--- src/rtl/memory_arbiter.sv ---
// Two-port (instruction fetch / data) arbiter onto a single word-wide memory bus.
// Handles byte/half/word lane steering, sign extension, illegal-access errors and ack timeout.
module memory_arbiter #(
  parameter int MEMORY_DEPTH = 32,
  parameter int MEMORY_WIDTH = 32,
  parameter int TIMEOUT      = 255
) (
  input  logic                    clk,
  input  logic                    rst_n,
  input  logic                    if_req,
  input  logic [MEMORY_DEPTH-1:0] if_addr,
  output logic                    if_ready,
  output logic                    if_rvalid,
  output logic [MEMORY_WIDTH-1:0] if_rdata,
  output logic                    if_err,
  input  logic                    d_req,
  input  logic                    d_we,
  input  logic [1:0]              d_width,
  input  logic                    d_signed,
  input  logic [MEMORY_DEPTH-1:0] d_addr,
  input  logic [MEMORY_WIDTH-1:0] d_wdata,
  output logic                    d_ready,
  output logic                    d_rvalid,
  output logic [MEMORY_WIDTH-1:0] d_rdata,
  output logic                    d_err,
  output logic                    mem_req,
  output logic                    mem_we,
  output logic [MEMORY_DEPTH-1:0] mem_addr,
  output logic [3:0]              mem_be,
  output logic [MEMORY_WIDTH-1:0] mem_wdata,
  input  logic                    mem_ack,
  input  logic [MEMORY_WIDTH-1:0] mem_rdata
);

  localparam int CW = $clog2(TIMEOUT + 1);

  typedef enum logic [1:0] {IDLE, BUSY_IF, BUSY_D, ERR_D} state_t;

  state_t                  r_state;
  state_t                  w_state_nxt;
  logic                    r_last_if;
  logic [CW-1:0]           r_wait;
  logic [1:0]              r_off;
  logic [1:0]              r_width;
  logic                    r_signed;
  logic                    r_mem_req;
  logic                    r_mem_we;
  logic [MEMORY_DEPTH-1:0] r_mem_addr;
  logic [3:0]              r_mem_be;
  logic [MEMORY_WIDTH-1:0] r_mem_wdata;
  logic                    r_if_rvalid;
  logic [MEMORY_WIDTH-1:0] r_if_rdata;
  logic                    r_if_err;
  logic                    r_d_rvalid;
  logic [MEMORY_WIDTH-1:0] r_d_rdata;
  logic                    r_d_err;

  logic                    w_gnt_if;
  logic                    w_gnt_d;
  logic                    w_done;
  logic                    w_timeout;
  logic                    w_d_legal;
  logic [MEMORY_DEPTH-1:0] w_acc_addr;
  logic [1:0]              w_off;
  logic [3:0]              w_be;
  logic [MEMORY_WIDTH-1:0] w_wdata;
  logic [MEMORY_WIDTH-1:0] w_shift;
  logic [MEMORY_WIDTH-1:0] w_load;

  assign w_done    = r_mem_req & mem_ack;
  assign w_timeout = r_mem_req & ~mem_ack & (r_wait == CW'(TIMEOUT - 1));

  assign w_acc_addr = w_gnt_if ? if_addr : d_addr;
  assign w_off      = w_acc_addr[1:0];
  assign w_d_legal  = (d_width != 2'd0) && !(d_width == 2'd2 && d_addr[0]) &&
                      !(d_width == 2'd3 && d_addr[1:0] != 2'b00);

  // r_last_if=1 means the data side is favoured on the next contention
  always_comb begin
    w_state_nxt = r_state;
    w_gnt_if    = 1'b0;
    w_gnt_d     = 1'b0;
    case (r_state)
      IDLE: begin
        if (rst_n) begin
          if (d_req && (!if_req || r_last_if)) w_gnt_d  = 1'b1;
          else if (if_req)                     w_gnt_if = 1'b1;
        end
        if (w_gnt_d)       w_state_nxt = w_d_legal ? BUSY_D : ERR_D;
        else if (w_gnt_if) w_state_nxt = BUSY_IF;
      end
      BUSY_IF, BUSY_D: if (w_done || w_timeout) w_state_nxt = IDLE;
      ERR_D:           w_state_nxt = IDLE;
      default:         w_state_nxt = IDLE;
    endcase
  end

  always_comb begin
    w_be    = 4'b1111;
    w_wdata = '0;
    if (w_gnt_d) begin
      case (d_width)
        2'd1:    w_be = 4'b0001 << w_off;
        2'd2:    w_be = 4'b0011 << w_off;
        default: w_be = 4'b1111;
      endcase
      if (d_we) begin
        case (d_width)
          2'd1:    w_wdata = {24'b0, d_wdata[7:0]} << {w_off, 3'b000};
          2'd2:    w_wdata = {16'b0, d_wdata[15:0]} << {w_off, 3'b000};
          default: w_wdata = d_wdata;
        endcase
      end
    end
  end

  always_comb begin
    w_shift = mem_rdata >> {r_off, 3'b000};
    w_load  = w_shift;
    case (r_width)
      2'd1:    w_load = {{24{r_signed & w_shift[7]}}, w_shift[7:0]};
      2'd2:    w_load = {{16{r_signed & w_shift[15]}}, w_shift[15:0]};
      default: w_load = w_shift;
    endcase
  end

  always_ff @(posedge clk or negedge rst_n) begin
    if (!rst_n) begin
      r_state   <= IDLE;
      r_last_if <= 1'b1;
    end else begin
      r_state <= w_state_nxt;
      if (w_gnt_if || w_gnt_d) r_last_if <= w_gnt_if;
    end
  end

  always_ff @(posedge clk or negedge rst_n) begin
    if (!rst_n) begin
      r_wait      <= '0;
      r_off       <= '0;
      r_width     <= '0;
      r_signed    <= 1'b0;
      r_mem_req   <= 1'b0;
      r_mem_we    <= 1'b0;
      r_mem_addr  <= '0;
      r_mem_be    <= '0;
      r_mem_wdata <= '0;
      r_if_rvalid <= 1'b0;
      r_if_rdata  <= '0;
      r_if_err    <= 1'b0;
      r_d_rvalid  <= 1'b0;
      r_d_rdata   <= '0;
      r_d_err     <= 1'b0;
    end else begin
      r_if_rvalid <= 1'b0;
      r_d_rvalid  <= 1'b0;
      if (w_gnt_if || w_gnt_d) begin
        r_wait   <= '0;
        r_off    <= w_off;
        r_width  <= w_gnt_d ? d_width : 2'd3;
        r_signed <= w_gnt_d & d_signed;
        if (w_gnt_d && !w_d_legal) begin
          r_d_rvalid <= 1'b1;
          r_d_err    <= 1'b1;
          r_d_rdata  <= '0;
        end else begin
          r_mem_req   <= 1'b1;
          r_mem_we    <= w_gnt_d & d_we;
          r_mem_addr  <= {w_acc_addr[MEMORY_DEPTH-1:2], 2'b00};
          r_mem_be    <= w_be;
          r_mem_wdata <= w_wdata;
        end
      end else if (w_done) begin
        r_mem_req <= 1'b0;
        if (r_state == BUSY_IF) begin
          r_if_rvalid <= 1'b1;
          r_if_err    <= 1'b0;
          r_if_rdata  <= mem_rdata;
        end else begin
          r_d_rvalid <= 1'b1;
          r_d_err    <= 1'b0;
          r_d_rdata  <= r_mem_we ? '0 : w_load;
        end
      end else if (w_timeout) begin
        r_mem_req <= 1'b0;
        if (r_state == BUSY_IF) begin
          r_if_rvalid <= 1'b1;
          r_if_err    <= 1'b1;
          r_if_rdata  <= '0;
        end else begin
          r_d_rvalid <= 1'b1;
          r_d_err    <= 1'b1;
          r_d_rdata  <= '0;
        end
      end else if (r_mem_req) begin
        r_wait <= r_wait + 1'b1;
      end
    end
  end

  // grants are forced low while reset is asserted so every output reads 0
  assign if_ready  = w_gnt_if;
  assign d_ready   = w_gnt_d;
  assign if_rvalid = r_if_rvalid;
  assign if_rdata  = r_if_rdata;
  assign if_err    = r_if_err;
  assign d_rvalid  = r_d_rvalid;
  assign d_rdata   = r_d_rdata;
  assign d_err     = r_d_err;
  assign mem_req   = r_mem_req;
  assign mem_we    = r_mem_we;
  assign mem_addr  = r_mem_addr;
  assign mem_be    = r_mem_be;
  assign mem_wdata = r_mem_wdata;

endmodule

--- config.mk ---
export PLATFORM = sky130hd
export DESIGN_NAME = memory_arbiter
export DESIGN_NICKNAME = d
export VERILOG_FILES = /design/src/rtl/memory_arbiter.sv
export SDC_FILE = /design/constraint.sdc
export NUM_CORES = 1
export LEC_CHECK = 0
export BUFFER_PORTS_ARGS = -buffer_cell sky130_fd_sc_hd__buf_2
export CORE_ASPECT_RATIO = 1.25
export CORE_MARGIN = 8
export CORE_UTILIZATION = 50
export DETAILED_ROUTE_END_ITERATION = 10
export PLACE_DENSITY = 0.88
export SLEW_MARGIN = 15
export SYNTH_ARGS = -nofsm -noshare
export SYNTH_HDL_FRONTEND = slang
export SYNTH_SLANG_ARGS = --single-unit
export TNS_END_PERCENT = 100
--- constraint.sdc ---
create_clock -name clk -period 5.9 [get_ports clk]
set_input_delay 1.18 -clock clk [delete_from_list [all_inputs] [get_ports clk]]
set_output_delay 1.18 -clock clk [all_outputs]
set_load 0.02 [all_outputs]
==> results.toml, run 1 <==
[clock_tree]
cts_resized = 0
clk_pin_slew_ns = 0.06
post-cts-setup-buffers = 0
cts_tree = "yes"
clock_path_buffers = 2
htreeDepth = 4
cts-root-buf = "clkbuf_16"
numCtsBuffers = 17
clkLatencyLatePin_ns = 0.42
postCtsHoldBufs = 0
cts_num_sinks = 152

[routing]
first_pass_iters = 5
via_count = 6849
vias_per_cell = 5.67
drc_errors = 0
drtIter0Drc = 603
wl_mm = 23.2
routedWlPerCell_um = 19.2
route.antenna.remaining_nets = 0

[global_route]
grt_pass1_vias = 6874
globalRoute.totalOverflow = 0
grt.total_usage = 0.246
antenna_found_initial = 0
grt_max_degree = 97
grt_pass1_wl_mm = 35.9

[yosys]
ys_types = 52
yosysMostFrequentCell = "nand2_1"
ys_ff_latch = 152
synth_edf_count = 0
ys_seq_area_frac = 0.522
yosysTopAreaCell = "dfrtp_1"
synthFlopType = "dfrtp_1"
yosysWarnings = 0
synth_area_leaders = "dfrtp_1, nand2_1, a22o_1"
netlist_area_um2 = 7290
postSynthAreaPerCell_um2 = 9.50
synth-async-reset-ratio = 1.00
yosysTopAreaCellShare = 0.518
synth_cells = 767
synth_common_cells = "nand2_1, dfrtp_1, o21ai_0"

[layout]
post-route-cell-area_um2 = 9370
final_cells = 1209
nFillCells = 1159
final_net_count = 1164
num_antenna_cells = 0
syn_to_final_growth_pct = 28.5
drive_gt1_frac = 0.326

[power_and_ir_drop]
power_switching_uw = 2000
p_sw_frac = 0.423
combPwrFrac = 0.422
p_leak_uw = 0.00484
design_power_total_uw = 4730
p_int_uw = 2730
vdd_drop_max_uv = 307
p_clk_frac = 0.238
power_density_nw_per_um2 = 505
p_seq_frac = 0.340

[floorplanning]
dieArea_um2 = 18700
fp-row-count = 49
die-width_um = 124
io_pins = 277
core_area_um2 = 14300
start_util = 0.508
die_h_um = 151

[timing]
period_minus_slack_ns = 4.30
period_share = 0.729
rsz0062_at_grt = "false"
maxSlewHeadroom = 0.413
fmax_ghz = 0.233
maxSlewViolCount = 0
tightest_slew_ns = 0.880
timing.final.hold_violations = 0
fin_skew_ns = 0.0122
final.setup.tns_ns = 0
setup_viol = 0

[worst_setup_path]
path_class = "primary input to output pin"
arrival_ns = 3.12
start_kind = "primary input"
cp_data_required_time_ns = 4.72
path_max_fanout = 96
cp-startpoint = "rst_n"
cp-end-kind = "output pin"
reg2reg_from = "r_state[0]$_DFFE_PN0P_"

[hold_path]
hold_start = "r_last_if$_DFFE_PN1N_"
hold_path_class = "flip-flop to flip-flop"

[flow_run]
drv_cap = 0

[placement]
dpl_cell_area_um2 = 8760
dpl.cell_count = 1177
port_buffers = 274
hpwl_mm = 17.3
place.gp.congestion = 0.873

[outcome]
outcome = "completed"
## placed cells by master (no fill, tap or decap), types with 7 or more instances in the layout
cell type	n
a31oi_1	33
clkbuf_16	17
dfrtp_1	151
nand2_1	197
a221o_1	8
o21ai_0	48
a21oi_1	10
nor2_1	46
a32o_1	7
ha_1	9
mux2i_1	27
inv_1	12
a211o_1	8
buf_2	273
nor2b_1	10
and2_1	20
nand3_1	10
buf_4	12
a22o_1	34
o2bb2ai_1	8
o221ai_1	16
## state kept, by name (all words and copies together), names as in the netlist
register / count
d_err: 1
d_rdata: 32
d_rvalid: 1
if_err: 1
if_rdata: 32
if_rvalid: 1
mem_addr: 30
mem_be: 4
mem_req: 1
mem_wdata: 32
mem_we: 1
r_last_if: 1
r_off: 2
r_signed: 1
r_state: 2
r_wait: 8
r_width: 2
## layout make-up
cell class,instances,area (um^2),area share
Timing Repair Buffer,286,1470,0.157
Clock inverter,15,179,0.0191
Inverter,16,62.6,0.00668
Sequential cell,152,3800,0.406
Clock buffer,17,425,0.0454
Multi-Input combinational cell,545,3210,0.342
Tap cell,178,223,0.0238
## cell families after synthesis
group | synth area share
buf+inv | 0.0417
simple gates | 0.183
flops | 0.522
mux | 0.0400
xor+xnor | 0.00841
compound gates | 0.189
fa+ha+maj | 0.0155
other cells | 0.000515
## worst paths after layout
path | endpoint | slack, ns | cells after the start
setup / recovery | if_ready | 1.60 | 5
hold / removal | r_last_if$_DFFE_PN1N_ | 0.47 | 2
setup reg to reg | d_rdata[23]$_DFFE_PN0P_ | 2.80 | 8
hold reg to reg | r_last_if$_DFFE_PN1N_ | 0.47 | 2
max in group asynchronous | if_rdata[28]$_DFFE_PN0P_ | 3.77 | 2
min in group asynchronous | mem_wdata[14]$_DFFE_PN0P_ | 0.81 | 1
## worst max-delay path: stages
cell	delay (ns)
buf_6	0.59
nand4_2	0.15
buf_4	0.29
inv_2	0.49
buf_2	0.28
## layer usage
metal,GRT usage,vias up,part of all wire
li1,-,3187,-
met1,0.301,3211,0.38
met2,0.401,404,0.49
met3,0.0649,47,0.10
met4,0.109,0,0.030
met5,0,-,0
## power by group through the flow
stage / clock, uW / combinational (uW) / sequential (uW)
6_report: 1130 / 2000 / 1610
3_3_place_gp: 0 / 1950 / 1610
2_1_floorplan: 0 / 917 / 2000
5_1_grt: 1190 / 2170 / 1650
3_5_place_dp: 0 / 2000 / 1620
4_1_cts: 1140 / 2010 / 1610
## stage by stage
step | setup WS, ns | hold WS [ns] | utilization
floorplan | 2.75 | 0.444 | -
global placement | 1.60 | 0.449 | 0.611
detailed placement | 1.59 | 0.456 | 0.611
CTS | 1.58 | 0.468 | 0.653
global route | 1.41 | 0.476 | 0.653
finish | 1.60 | 0.468 | 0.653
No activity file was read; power rests on OpenSTA's default activity.
==> run 2, diff against run 1 <==
ABC_AREA = 1   (was unset)
CORE_UTILIZATION = 46   (was 50)
PLACE_DENSITY = 0.85   (was 0.88)
clock period = 3.9 ns   (was 5.9 ns; I/O delays follow)
==> run 2 against run 1 <==
Against the previous run:
- first-iteration DRC count down 9.0%
- non-clock buffer count decreased by 1
- setup slack got worse by 0.50 ns
- synthesized cell count rose by 35%
- highest routed layer unchanged
- sequential power increased by 53%
- global-route usage down 1.4 points
- cell area grew 5.1%
- largest cell class unchanged
- critical endpoint unchanged
==> results.toml, run 2 <==
[clock_tree]
cts_num_sinks = 152
cts-root-buf = "clkbuf_16"
cts_resized = 0
postCtsHoldBufs = 0
post-cts-setup-buffers = 0
numCtsBuffers = 17
htreeDepth = 4
clock_path_buffers = 2
clkLatencyLatePin_ns = 0.43
clk_pin_slew_ns = 0.07
cts_tree = "yes"

[global_route]
grt.total_usage = 0.232
grt_max_degree = 68
antenna_found_initial = 0
globalRoute.totalOverflow = 0
grt_pass1_wl_mm = 40.1
grt_pass1_vias = 7901

[worst_setup_path]
cpMaxStageDelayCell = "ha_1"
path_class = "flip-flop to output pin"
cpPeakStageDelay_ns = 0.41
r2r_end = "d_rdata[11]$_DFFE_PN0P_"
arrival_ns = 2.02
cp-end-kind = "output pin"
start_kind = "flip-flop"
reg2reg_from = "r_state[1]$_DFFE_PN0P_"
critPathBufInv = 4
worstRegToRegCells = 10
path_max_fanout = 36
cp_data_required_time_ns = 3.12
crit_family = "buffers and inverters"
cp_cell_sequence = "inv_1, ha_1, nand3_4, buf_4, inv_1, buf_2"
cp_common_cell = "inv_1"
r2r_slack_ns = 1.23

[routing]
vias_per_cell = 5.17
via_count = 7846
drc_errors = 0
wl_mm = 25.1
first_pass_iters = 5
route.antenna.remaining_nets = 0
drtIter0Drc = 549
routedWlPerCell_um = 16.5

[timing]
final.setup.tns_ns = 0
maxSlewViolCount = 0
rsz0062_at_grt = "false"
setup_viol = 0
maxSlewHeadroom = 0.430
fin_skew_ns = 0.0131
period_share = 0.717
tightest_slew_ns = 0.854
fmax_ghz = 0.358
timing.final.hold_violations = 0
period_minus_slack_ns = 2.80

[layout]
syn_to_final_growth_pct = 25.7
num_antenna_cells = 0
drive_gt1_frac = 0.264
final_common_cell = "nand2_1"
post-route-cell-area_um2 = 9850
final_cells = 1517
nFillCells = 1562
final_net_count = 1430
layout_common_cells = "nand2_1, buf_2, dfrtp_1"

[yosys]
ys_ff_latch = 152
yosysMostFrequentCell = "nand2_1"
synth-async-reset-ratio = 1.00
yosysTopAreaCellShare = 0.482
synth_cells = 1037
synth_area_leaders = "dfrtp_1, nand2_1, o21ai_0"
yosysWarnings = 0
ys_seq_area_frac = 0.486
ys_types = 39
yosysTopAreaCell = "dfrtp_1"
synth_common_cells = "nand2_1, dfrtp_1, o21ai_0"
synth_edf_count = 0
synthFlopType = "dfrtp_1"
netlist_area_um2 = 7840
postSynthAreaPerCell_um2 = 7.56

[floorplanning]
fp-row-count = 53
start_util = 0.467
core_area_um2 = 16800
io_pins = 277
dieArea_um2 = 21500
die-width_um = 133
die_h_um = 162

[placement]
port_buffers = 274
hpwl_mm = 19.2
dpl_cell_area_um2 = 9260
place.gp.congestion = 0.934
dpl.cell_count = 1485

[outcome]
outcome = "completed"

[power_and_ir_drop]
p_leak_uw = 0.00549
power_density_nw_per_um2 = 752
vdd_drop_max_uv = 355
design_power_total_uw = 7410

[flow_run]
drv_cap = 0

[hold_path]
hold_path_class = "primary input to asynchronous set/reset pin"
-- run 2: cell type report --
class / instances / area, um^2 / area share
inverter: 73 / 275 / 0.0279
timing repair buffer: 285 / 1460 / 0.148
sequential: 152 / 3800 / 0.386
tap: 220 / 275 / 0.0279
clock inverter: 11 / 114 / 0.0116
multi-input combinational: 755 / 3440 / 0.349
clock buffer: 21 / 480 / 0.0488
-- run 2: cell families (layout without fill, tap and decap cells) --
logic type | after synthesis | in the layout | share of synthesized area
AOI/OAI and AO/OA | 168 | 168 | 0.123
xor gates and xnor gates | 2 | 2 | 0.00224
adders and majority gates | 9 | 9 | 0.0144
buffers and inverters | 131 | 390 | 0.0760
DFF | 152 | 152 | 0.486
other | 1 | 2 | 0.000479
and+or+nand+nor | 574 | 574 | 0.299
-- run 2: per-layer routing --
metal	wire length (um)	track usage	up-vias
li1	-	-	3821
met1	10000	0.267	3598
met2	12300	0.399	379
met3	2070	0.0701	48
met4	680	0.0879	0
met5	0	0	-
-- run 2: worst max-delay path by stage --
stage	slack, ns	depth (start not counted)	endpoint	from
6_report	1.10	6	if_ready	r_state[1]$_DFFE_PN0P_
5_1_grt	0.97	6	if_ready	r_state[1]$_DFFE_PN0P_
4_1_cts	1.10	6	if_ready	r_state[1]$_DFFE_PN0P_
3_5_place_dp	0.86	11	mem_addr[10]$_DFFE_PN0P_	d_width[0]
3_3_place_gp	0.93	11	d_rdata[28]$_DFFE_PN0P_	d_width[0]
2_1_floorplan	1.66	5	if_ready	if_req
-- run 2: where the power goes --
| group | leakage [uW] | internal (uW) | switching, uW |
|---|---|---|---|
| sequential | 0.00197 | 2140 | 331 |
| clock | 0.000282 | 956 | 686 |
| combinational | 0.00323 | 1030 | 2260 |
| total | 0.00549 | 4130 | 3280 |
-- run 2: metrics by stage --
stage / utilization / hold slack (ns) / setup slack (ns)
after floorplan: - / 0.453 / 1.66
final: 0.587 / 0.228 / 1.10
after global placement: 0.552 / 0.458 / 0.931
after detailed placement: 0.552 / 0.462 / 0.856
after CTS: 0.587 / 0.224 / 1.10
after global routing: 0.587 / 0.231 / 0.968
==> run 3, diff against run 2 <==
CORE_UTILIZATION = 50   (was 46)
PLACE_DENSITY = 0.87   (was 0.85)
clock period = 2.7 ns   (was 3.9 ns; I/O delays follow)
==> run 3 against run 2 <==
Against the previous run:
- register-to-register slack worse by 0.87 ns
- sequential power increased by 45%
- wire length is 2.3% higher
- cell area rose by 1.2%
- clock-buffer cell count down 3
- first-iteration DRC count is 28% higher
- total power rose by 48%
- critical endpoint unchanged
- largest cell class unchanged
==> results.toml, run 3 (synthesized netlist as in run 2, its figures left out) <==
[global_route]
grt_pass1_wl_mm = 40.2
globalRoute.totalOverflow = 0
grt_max_degree = 136
grt_pass1_vias = 7809
grt.total_usage = 0.257
antenna_found_initial = 0

[power_and_ir_drop]
design_power_total_uw = 11000
p_int_uw = 6270
combPwrFrac = 0.436
p_leak_uw = 0.00555
p_clk_frac = 0.240
p_seq_frac = 0.324
vdd_drop_max_uv = 623
power_density_nw_per_um2 = 1100
p_sw_frac = 0.430
power_switching_uw = 4730

[worst_setup_path]
cp_cell_sequence = "inv_1, ha_1, nand3_4, inv_1, buf_2"
crit_family = "buffers and inverters"
path_max_fanout = 8
cp_common_cell = "inv_1"
path_class = "flip-flop to output pin"
r2r_slack_ns = 0.36
cp_data_required_time_ns = 2.16
start_kind = "flip-flop"
critPathBufInv = 3
arrival_ns = 1.95
cpMaxStageDelayCell = "ha_1"
cp-end-kind = "output pin"
cpPeakStageDelay_ns = 0.40
path_depth = 5
worstRegToRegCells = 11

[timing]
maxSlewHeadroom = 0.518
timing.final.hold_violations = 0
fin_skew_ns = 0.0118
whs_ns = 0.135
maxSlewViolCount = 0
fmax_ghz = 0.402
period_share = 0.921
final.setup.tns_ns = 0
tightest_slew_ns = 0.721
setup_viol = 0
period_minus_slack_ns = 2.49
rsz0062_at_grt = "false"

[flow_run]
drv_cap = 0

[placement]
dpl_cell_area_um2 = 9310
port_buffers = 274
place.gp.congestion = 0.946
hpwl_mm = 19.5

[clock_tree]
cts-root-buf = "clkbuf_16"
cts_num_sinks = 152
numCtsBuffers = 17
clk_pin_slew_ns = 0.07
postCtsHoldBufs = 0
cts_tree = "yes"
clkLatencyLatePin_ns = 0.43
htreeDepth = 4
clock_path_buffers = 2
post-cts-setup-buffers = 0
cts_resized = 0

[routing]
route.antenna.remaining_nets = 0
vias_per_cell = 5.22
routedWlPerCell_um = 16.9
first_pass_iters = 6
drc_errors = 0
drtIter0Drc = 704
via_count = 7896
wl_mm = 25.7

[layout]
regArea_um2 = 3800
layout_common_cells = "nand2_1, buf_2, dfrtp_1"
drive_gt1_frac = 0.266
final_net_count = 1434
final_common_cell = "nand2_1"
nFillCells = 1354
final_util = 0.645
post-route-cell-area_um2 = 9960
multi_input_area_um2 = 3440
syn_to_final_growth_pct = 27.1

[floorplanning]
core_area_um2 = 15400
start_util = 0.507
dieArea_um2 = 20000
die_h_um = 156
fp-row-count = 51
die-width_um = 128
io_pins = 277

[hold_path]
hold_path_class = "primary input to asynchronous set/reset pin"

[outcome]
outcome = "completed"
[run 3: changes by cell type in the layout (fill, tap and decap cells not counted), sizes merged]
cell | previous run | this run
buf | 285 | 289
inv | 71 | 72
bufinv | 1 | 5
clkinv | 9 | 8
clkbuf | 21 | 18
diode | 0 | 1
clkinvlp | 3 | 2
[run 3: metrics by stage]
step           worst slack (ns)  std cells
2_1_floorplan             0.906       1038
3_3_place_gp              0.448       1481
3_5_place_dp              0.369       1481
4_1_cts                   0.186       1513
5_1_grt                  0.0129       1513
6_report                  0.214       1514
[run 3: final cells by class]
cell class | count | share of cell area
diodes | 1 | 0.000251
clock buffers | 18 | 0.0431
repair buffers | 289 | 0.153
multi-input cells | 755 | 0.345
well taps | 212 | 0.0266
inverters | 73 | 0.0276
flip-flops and latches | 152 | 0.382
clock inverters | 14 | 0.0220
[run 3: path summary, 6_finish.rpt]
path,endpoint,startpoint
worst min register to register,d_rdata[12]$_DFFE_PN0P_,d_rdata[12]$_DFFE_PN0P_
worst max-delay path,if_ready,r_state[1]$_DFFE_PN0P_
min in group clk,mem_wdata[3]$_DFFE_PN0P_,d_wdata[3]
worst min-delay path,mem_wdata[6]$_DFFE_PN0P_,rst_n
worst max register to register,mem_addr[17]$_DFFE_PN0P_,r_state[1]$_DFFE_PN0P_
max in group asynchronous,mem_wdata[30]$_DFFE_PN0P_,rst_n
[run 3: power groups by stage]
stage / logic (uW) / clock network (uW) / registers, uW
after floorplan: 2300 / 0 / 4470
after global placement: 4710 / 0 / 3560
after detailed placement: 4810 / 0 / 3590
final: 4790 / 2640 / 3570
after CTS: 4830 / 2670 / 3570
after global routing: 5280 / 2770 / 3660
[run 3: layer usage]
layer	track usage	part of all wire	wire (um)	up-vias
li1	-	-	-	3826
met2	0.439	0.49	12600	413
met1	0.279	0.36	9330	3597
met3	0.0862	0.10	2660	60
met4	0.128	0.040	1030	0
met5	0	0	0	-
